`src/rtl/parking_pkg.sv`:
```
// Shared definitions for the car park occupancy tracker.
// Holds the capacity constants, the count and hour types, and the
// hour-to-university-capacity mapping used by parking_capacity.
package parking_pkg;

    typedef logic [9:0] count_t;
    typedef logic [4:0] hour_t;

    localparam count_t TOTAL_CAP   = 10'd700;
    localparam count_t UNI_CAP_MAX = 10'd500;
    localparam count_t UNI_CAP_MIN = 10'd200;
    localparam count_t UNI_STEP    = 10'd50;

    localparam hour_t  OPEN_HOUR   = 5'd8;
    localparam hour_t  STEP_HOUR   = 5'd13;
    localparam hour_t  FLAT_HOUR   = 5'd16;
    localparam hour_t  LAST_HOUR   = 5'd23;

    // University capacity for a given hour. Before STEP_HOUR (including the
    // closed night hours) the full allocation applies; from STEP_HOUR it
    // shrinks by UNI_STEP each hour, then drops to the floor at FLAT_HOUR.
    function automatic count_t uni_cap_for_hour(hour_t h);
        count_t steps;
        if (h < STEP_HOUR) begin
            return UNI_CAP_MAX;
        end else if (h >= FLAT_HOUR) begin
            return UNI_CAP_MIN;
        end else begin
            steps = {5'd0, h - STEP_HOUR} + 10'd1;
            return UNI_CAP_MAX - (UNI_STEP * steps);
        end
    endfunction

endpackage

```
`src/rtl/parking_management_if.sv`:
```
// Gate-sensor / display-board bundle of the car park tracker.
//  car_entered, is_uni_car_entered : entry event and its class (1 = uni)
//  car_exited, is_uni_car_exited   : exit event and its class (1 = uni)
//  hour                            : current hour 0..23
//  uni_parked_car, parked_car      : uni / non-uni occupancy counts
//  uni_vacated_space, vacated_space: free uni / non-uni spaces
//  uni_is_vacated_space, is_vacated_space : nonzero-vacancy flags
// Event signals are levels sampled on every rising clock edge; there is no
// handshake: an event present at an edge is either applied or dropped on
// that same edge, and the outputs are always valid.
// master = sensor/display side, slave = the tracker.
interface parking_management_if;
    import parking_pkg::*;

    logic   car_entered;
    logic   is_uni_car_entered;
    logic   car_exited;
    logic   is_uni_car_exited;
    hour_t  hour;
    count_t uni_parked_car;
    count_t parked_car;
    count_t uni_vacated_space;
    count_t vacated_space;
    logic   uni_is_vacated_space;
    logic   is_vacated_space;

    modport master (
        output car_entered, is_uni_car_entered, car_exited, is_uni_car_exited, hour,
        input  uni_parked_car, parked_car, uni_vacated_space, vacated_space,
               uni_is_vacated_space, is_vacated_space
    );

    modport slave (
        input  car_entered, is_uni_car_entered, car_exited, is_uni_car_exited, hour,
        output uni_parked_car, parked_car, uni_vacated_space, vacated_space,
               uni_is_vacated_space, is_vacated_space
    );

endinterface

```
`src/rtl/parking_capacity.sv`:
```
// Combinational hour decoder: splits the total capacity between university
// and non-university cars and reports whether entries are allowed.
//  hour_i    : current hour
//  uni_cap_o : university capacity for this hour
//  gen_cap_o : non-university capacity (TOTAL_CAP - uni_cap_o)
//  open_o    : 1 while OPEN_HOUR <= hour_i <= LAST_HOUR
module parking_capacity
    import parking_pkg::*;
(
    input  hour_t  hour_i,
    output count_t uni_cap_o,
    output count_t gen_cap_o,
    output logic   open_o
);

    count_t uni_cap;

    assign uni_cap   = uni_cap_for_hour(hour_i);
    assign uni_cap_o = uni_cap;
    assign gen_cap_o = TOTAL_CAP - uni_cap;
    // Out-of-range hours (24..31) count as closed.
    assign open_o    = (hour_i >= OPEN_HOUR) && (hour_i <= LAST_HOUR);

endmodule

```
`src/rtl/parking_management.sv`:
```
// Occupancy tracker for a 700-space mixed university / public car park.
// Counts university and non-university cars separately, accepts entries
// only against the hour-dependent capacity split, and reports free spaces.
//  clk   : rising-edge clock
//  reset : asynchronous active-low reset, clears both counts
//  bus   : sensor inputs and display outputs (parking_management_if.slave)
module parking_management
    import parking_pkg::*;
(
    input  logic                 clk,
    input  logic                 reset,
    parking_management_if.slave  bus
);

    count_t uni_cap;
    count_t gen_cap;
    logic   open_now;

    count_t uni_q, uni_d;
    count_t gen_q, gen_d;

    logic   uni_in, uni_out;
    logic   gen_in, gen_out;

    parking_capacity u_capacity (
        .hour_i    (bus.hour),
        .uni_cap_o (uni_cap),
        .gen_cap_o (gen_cap),
        .open_o    (open_now)
    );

    // Accept decisions all use the pre-edge counts, so a same-class entry
    // and exit on one edge are judged independently of each other.
    assign uni_in  = bus.car_entered &&  bus.is_uni_car_entered && open_now && (uni_q < uni_cap);
    assign gen_in  = bus.car_entered && !bus.is_uni_car_entered && open_now && (gen_q < gen_cap);
    assign uni_out = bus.car_exited  &&  bus.is_uni_car_exited  && (uni_q != '0);
    assign gen_out = bus.car_exited  && !bus.is_uni_car_exited  && (gen_q != '0);

    always_comb begin
        uni_d = uni_q;
        if (uni_in && !uni_out) begin
            uni_d = uni_q + 10'd1;
        end else if (!uni_in && uni_out) begin
            uni_d = uni_q - 10'd1;
        end
    end

    always_comb begin
        gen_d = gen_q;
        if (gen_in && !gen_out) begin
            gen_d = gen_q + 10'd1;
        end else if (!gen_in && gen_out) begin
            gen_d = gen_q - 10'd1;
        end
    end

    always_ff @(posedge clk or negedge reset) begin
        if (!reset) begin
            uni_q <= '0;
            gen_q <= '0;
        end else begin
            uni_q <= uni_d;
            gen_q <= gen_d;
        end
    end

    // Capacity may shrink below occupancy later in the day; cars are never
    // evicted, so vacancy saturates at zero instead of wrapping.
    assign bus.uni_parked_car       = uni_q;
    assign bus.parked_car           = gen_q;
    assign bus.uni_vacated_space    = (uni_cap > uni_q) ? (uni_cap - uni_q) : '0;
    assign bus.vacated_space        = (gen_cap > gen_q) ? (gen_cap - gen_q) : '0;
    assign bus.uni_is_vacated_space = (bus.uni_vacated_space != '0);
    assign bus.is_vacated_space     = (bus.vacated_space != '0);

endmodule

```
`src/flat_wrapper.sv`:
```
// flat-port wrapper written by rule: the top's interface ports become plain ports
module parking_management_flat import parking_pkg::*;
  (clk, reset, bus_car_entered, bus_is_uni_car_entered, bus_car_exited, bus_is_uni_car_exited, bus_hour, bus_uni_parked_car, bus_parked_car, bus_uni_vacated_space, bus_vacated_space, bus_uni_is_vacated_space, bus_is_vacated_space);
  parking_management_if bus_i ();
  input  logic clk;
  input  logic reset;
  input wire logic [$bits(bus_i.car_entered)-1:0] bus_car_entered;
  input wire logic [$bits(bus_i.is_uni_car_entered)-1:0] bus_is_uni_car_entered;
  input wire logic [$bits(bus_i.car_exited)-1:0] bus_car_exited;
  input wire logic [$bits(bus_i.is_uni_car_exited)-1:0] bus_is_uni_car_exited;
  input wire logic [$bits(bus_i.hour)-1:0] bus_hour;
  output wire logic [$bits(bus_i.uni_parked_car)-1:0] bus_uni_parked_car;
  output wire logic [$bits(bus_i.parked_car)-1:0] bus_parked_car;
  output wire logic [$bits(bus_i.uni_vacated_space)-1:0] bus_uni_vacated_space;
  output wire logic [$bits(bus_i.vacated_space)-1:0] bus_vacated_space;
  output wire logic [$bits(bus_i.uni_is_vacated_space)-1:0] bus_uni_is_vacated_space;
  output wire logic [$bits(bus_i.is_vacated_space)-1:0] bus_is_vacated_space;
  assign bus_i.car_entered = bus_car_entered;
  assign bus_i.is_uni_car_entered = bus_is_uni_car_entered;
  assign bus_i.car_exited = bus_car_exited;
  assign bus_i.is_uni_car_exited = bus_is_uni_car_exited;
  assign bus_i.hour = bus_hour;
  assign bus_uni_parked_car = bus_i.uni_parked_car;
  assign bus_parked_car = bus_i.parked_car;
  assign bus_uni_vacated_space = bus_i.uni_vacated_space;
  assign bus_vacated_space = bus_i.vacated_space;
  assign bus_uni_is_vacated_space = bus_i.uni_is_vacated_space;
  assign bus_is_vacated_space = bus_i.is_vacated_space;
  parking_management u_core (.clk(clk), .reset(reset), .bus(bus_i));
endmodule
```
`config.mk`:
```
export PLATFORM = sky130hd
export DESIGN_NAME = parking_management_flat
export DESIGN_NICKNAME = d
export VERILOG_FILES = /design/src/rtl/parking_pkg.sv /design/src/rtl/parking_management_if.sv /design/src/rtl/parking_capacity.sv /design/src/rtl/parking_management.sv /design/src/flat_wrapper.sv
export SDC_FILE = /design/constraint.sdc
export NUM_CORES = 1
export LEC_CHECK = 0
export BUFFER_PORTS_ARGS = -buffer_cell sky130_fd_sc_hd__buf_2
export CORE_MARGIN = 2
export CORE_UTILIZATION = 36
export CTS_CLUSTER_SIZE = 28
export DETAILED_ROUTE_END_ITERATION = 10
export PLACE_DENSITY = 0.62
export SKIP_CTS_REPAIR_TIMING = 1
export SYNTH_ARGS = -nofsm -noshare
export SYNTH_HDL_FRONTEND = slang
export SYNTH_SLANG_ARGS = --single-unit
export TNS_END_PERCENT = 30
```
`constraint.sdc`:
```
create_clock -name clk -period 28.1 [get_ports clk]
set_clock_uncertainty 0.05 [all_clocks]
set_input_delay 7.025 -clock clk [delete_from_list [all_inputs] [get_ports clk]]
set_output_delay 7.025 -clock clk [all_outputs]
set_load 0.005 [all_outputs]
```
==> metrics.txt <==
required time at the endpoint of the critical path=between 20000 and 25000 ps; number of enable flip-flop cells after synthesis=0; run status=finished clean; max-capacitance violation count=0; GP Congestion=between 0.8 and 0.9; fin util=41.5%; Power Dens Cells=about 100 mW/mm^2; largest net degree at the start of global routing=21; total track usage=about 16%; slowest cell delay on critical path=about 680 ps; H-tree level count=1; sum of routed wire length over all layers=8050 microns; antenna violations before repair=0; area inside the core boundary=between 0.009 and 0.01 sq mm; number of DRC violations after detailed routing=0; commonest cells after routing, fill and taps aside=ha_1 (56), buf_2 (52), nor2_1 (45); Async S/R FF share, synth=100%; buffer depth of the longest clock path=2; Reg clk slew, reported paths=roughly 80 ps; TritonCTS clock tree=yes; final worst path period need=between 15000 and 20000 ps; critical path capture point type=output pin; CP arrival=about 12000 ps; crit path max-delay cell type=o21ai_1; Area contributors post-synth=ha_1 (20%), dfrtp_1 (15%), xnor2_1 (9.2%); total vias in the final route=between 3000 and 4000; total buffers and inverters traversed by the critical path=3; fraction of final layout cells with drive strength greater than 1=between 10% and 20%; number of standard cells after synthesis=roughly 430; cell with the most instances on the worst path=ha_1; register area share after synthesis=between 10% and 20%; Yosys top cell area share=between 20% and 30%; count of state elements after synthesis=20; initial standard-cell utilization of the core=37.1%; unrepaired setup endpoints after global routing=false; horizontal die dimension=just over 100 microns; Startpoint Class=primary input; netlist area before placement=approximately 0.0034 sq mm; post-synth top area cell=ha_1; final HPWL from detailed placement=between 6000 and 7000 microns; clock sink total=20; syn nets=~510; latest clock arrival within the worst-skew pair=approximately 270 ps; Yosys Warn Count=0; leakage power summed over all cells=1.85 nW; first-pass GRT wire length=approximately 13000 microns; setup TNS=0 ps; drt via density=between 4 and 5; sequence of cells on the critical path=buf_2 -> clkinv_1 -> ha_1 -> xor2_2 -> nor3_2 -> xnor2_1 -> ha_1 -> ha_1 -> ha_1 -> ha_1 -> xor2_1 -> nand2_1 -> nor3_1 -> xor2_1 -> a21oi_1 -> ha_1 -> nor2b_1 -> o21a_1 -> o21ai_1 -> nor2_1 -> buf_2; largest fanout of any net on the critical path=13; transition time of the tightest slew-check pin=about 870 ps; number of routed nets with antenna violations=0; max-slew violation total from the final report=0; CTS Buf Count=3; DRC violation total after the first TritonRoute iteration=59; Worst slew margin=41.7%; Syn-to-layout area delta=11.9%; commonest non-fill, non-tap cell in the layout=ha_1; final critical-path share of the clock period=between 60% and 70%; most instantiated flip-flop cell in the synthesis netlist=dfrtp_1; kind of cell with the highest combined delay on the critical path=adder cells; die area=around 0.010 sq mm; remaining global-route overflow=0; placement row count=35; worst ir drop on vdd=a little under 0.06 mV; Finish-stage setup viols=0; diode count=0; worst hold-check path type=reg -> reg; I/O pin count=53; number of hold violations in the final report=0; via count of the first global-routing pass=a little under 3000; library cells used by synthesis=56; synthesized area divided by synthesized cell count=just under 8 sq um; Avg WL per Cell=13.2 microns; Die Y-Extent=roughly 100 microns; number of buffers inserted by port buffering=52; Total Nets Final=between 500 and 600; First-pass DRT Iterations=4; Crit Path Category=in -> out; FMAX=roughly 52 MHz; clock root buffer=clkbuf_8
[cell families after synthesis]
logic type | count (synthesis) | synth area share (%)
buf+inv | 50 | 6.68
xor+xnor | 57 | 15.2
flops | 20 | 14.6
compound gates | 108 | 19.6
fa+ha+maj | 61 | 23.4
simple gates | 134 | 19.6
mux | 3 | 0.912
[registers in the layout, indices dropped and copies added (netlist names)]
name	cells
u_core.bus.parked_car	10
u_core.bus.uni_parked_car	10
[synthesized netlist by cell type, drive strengths merged (2+ instances only)]
| cell type | instances |
|---|---|
| mux2i | 2 |
| a21o | 12 |
| nand4 | 7 |
| ha | 56 |
| a211oi | 2 |
| a21boi | 2 |
| xor2 | 20 |
| nand2b | 6 |
| nand3b | 4 |
| or3 | 4 |
| nor3 | 9 |
| inv | 38 |
| nor2b | 6 |
| buf | 2 |
| o211ai | 5 |
| o21ai | 34 |
| o22ai | 3 |
| dfrtp | 20 |
| a31oi | 3 |
| and3 | 4 |
| nor4 | 4 |
| nand2 | 31 |
| xnor2 | 37 |
| nor3b | 2 |
| nand4b | 2 |
| a21oi | 26 |
| nand3 | 6 |
| fa | 5 |
| o21bai | 7 |
| nor2 | 45 |
| clkbuf | 8 |
| o21a | 5 |
| o41ai | 2 |
[where the power goes]
group          total, mW  internal (mW)  switching, mW
Sequential        0.0635         0.0431         0.0204
Combinational      0.315          0.143          0.172
Clock             0.0224         0.0125        0.00991
[final timing paths]
path / startpoint / slack [ps] / end / cells past startpoint
worst min-delay path: u_core.bus.parked_car[8] / 520 / u_core.bus.parked_car[8] / 2
worst min register to register: u_core.bus.parked_car[8] / 520 / u_core.bus.parked_car[8] / 2
min in group asynchronous: reset / 6630 / u_core.bus.parked_car[4] / 1
worst max-delay path: bus_hour[0] / 8760 / bus_uni_vacated_space[2] / 21
worst max register to register: u_core.bus.uni_parked_car[0] / 22880 / u_core.bus.uni_parked_car[9] / 21
max in group asynchronous: reset / 21030 / u_core.bus.uni_parked_car[6] / 1
[routing by layer]
layer  vias to the layer above  GRT usage [%]  share of wire [%]
li1                       1610              -                  -
met1                      1378           20.9                 47
met2                        45           27.8                 49
met3                         8          0.828                2.5
met4                         0           5.30                1.6
met5                         -              0                  0
[through the flow]
| stage | worst slack [ps] | power, mW | cells | cell area (sq um) | hold slack, ps |
|---|---|---|---|---|---|
| after detailed placement | 8430 | 0.380 | 605 | 3780 | 511 |
| after global routing | 8390 | 0.449 | 609 | 3840 | 558 |
| after CTS | 8420 | 0.404 | 609 | 3840 | 532 |
| final | 8760 | 0.401 | 609 | 3840 | 524 |
| after global placement | 8630 | 0.374 | 605 | 3780 | 507 |
| after floorplan | 9410 | 0.293 | 433 | 3430 | 485 |
[tightest hold or removal path: stages (launching register included)]
cell,delay [ps]
dfrtp_1,400
a21oi_1,80
nand2_1,60
[final cells by class]
type                       count  area [sq um]
clock buffer                   4          55.1
fill                         944          5400
inverter                      39           146
multi-input combinational    363          2700
sequential                    20           500
tap                          129           161
timing repair buffer          54           275
Note: power is estimated with default switching activity, not from simulation.
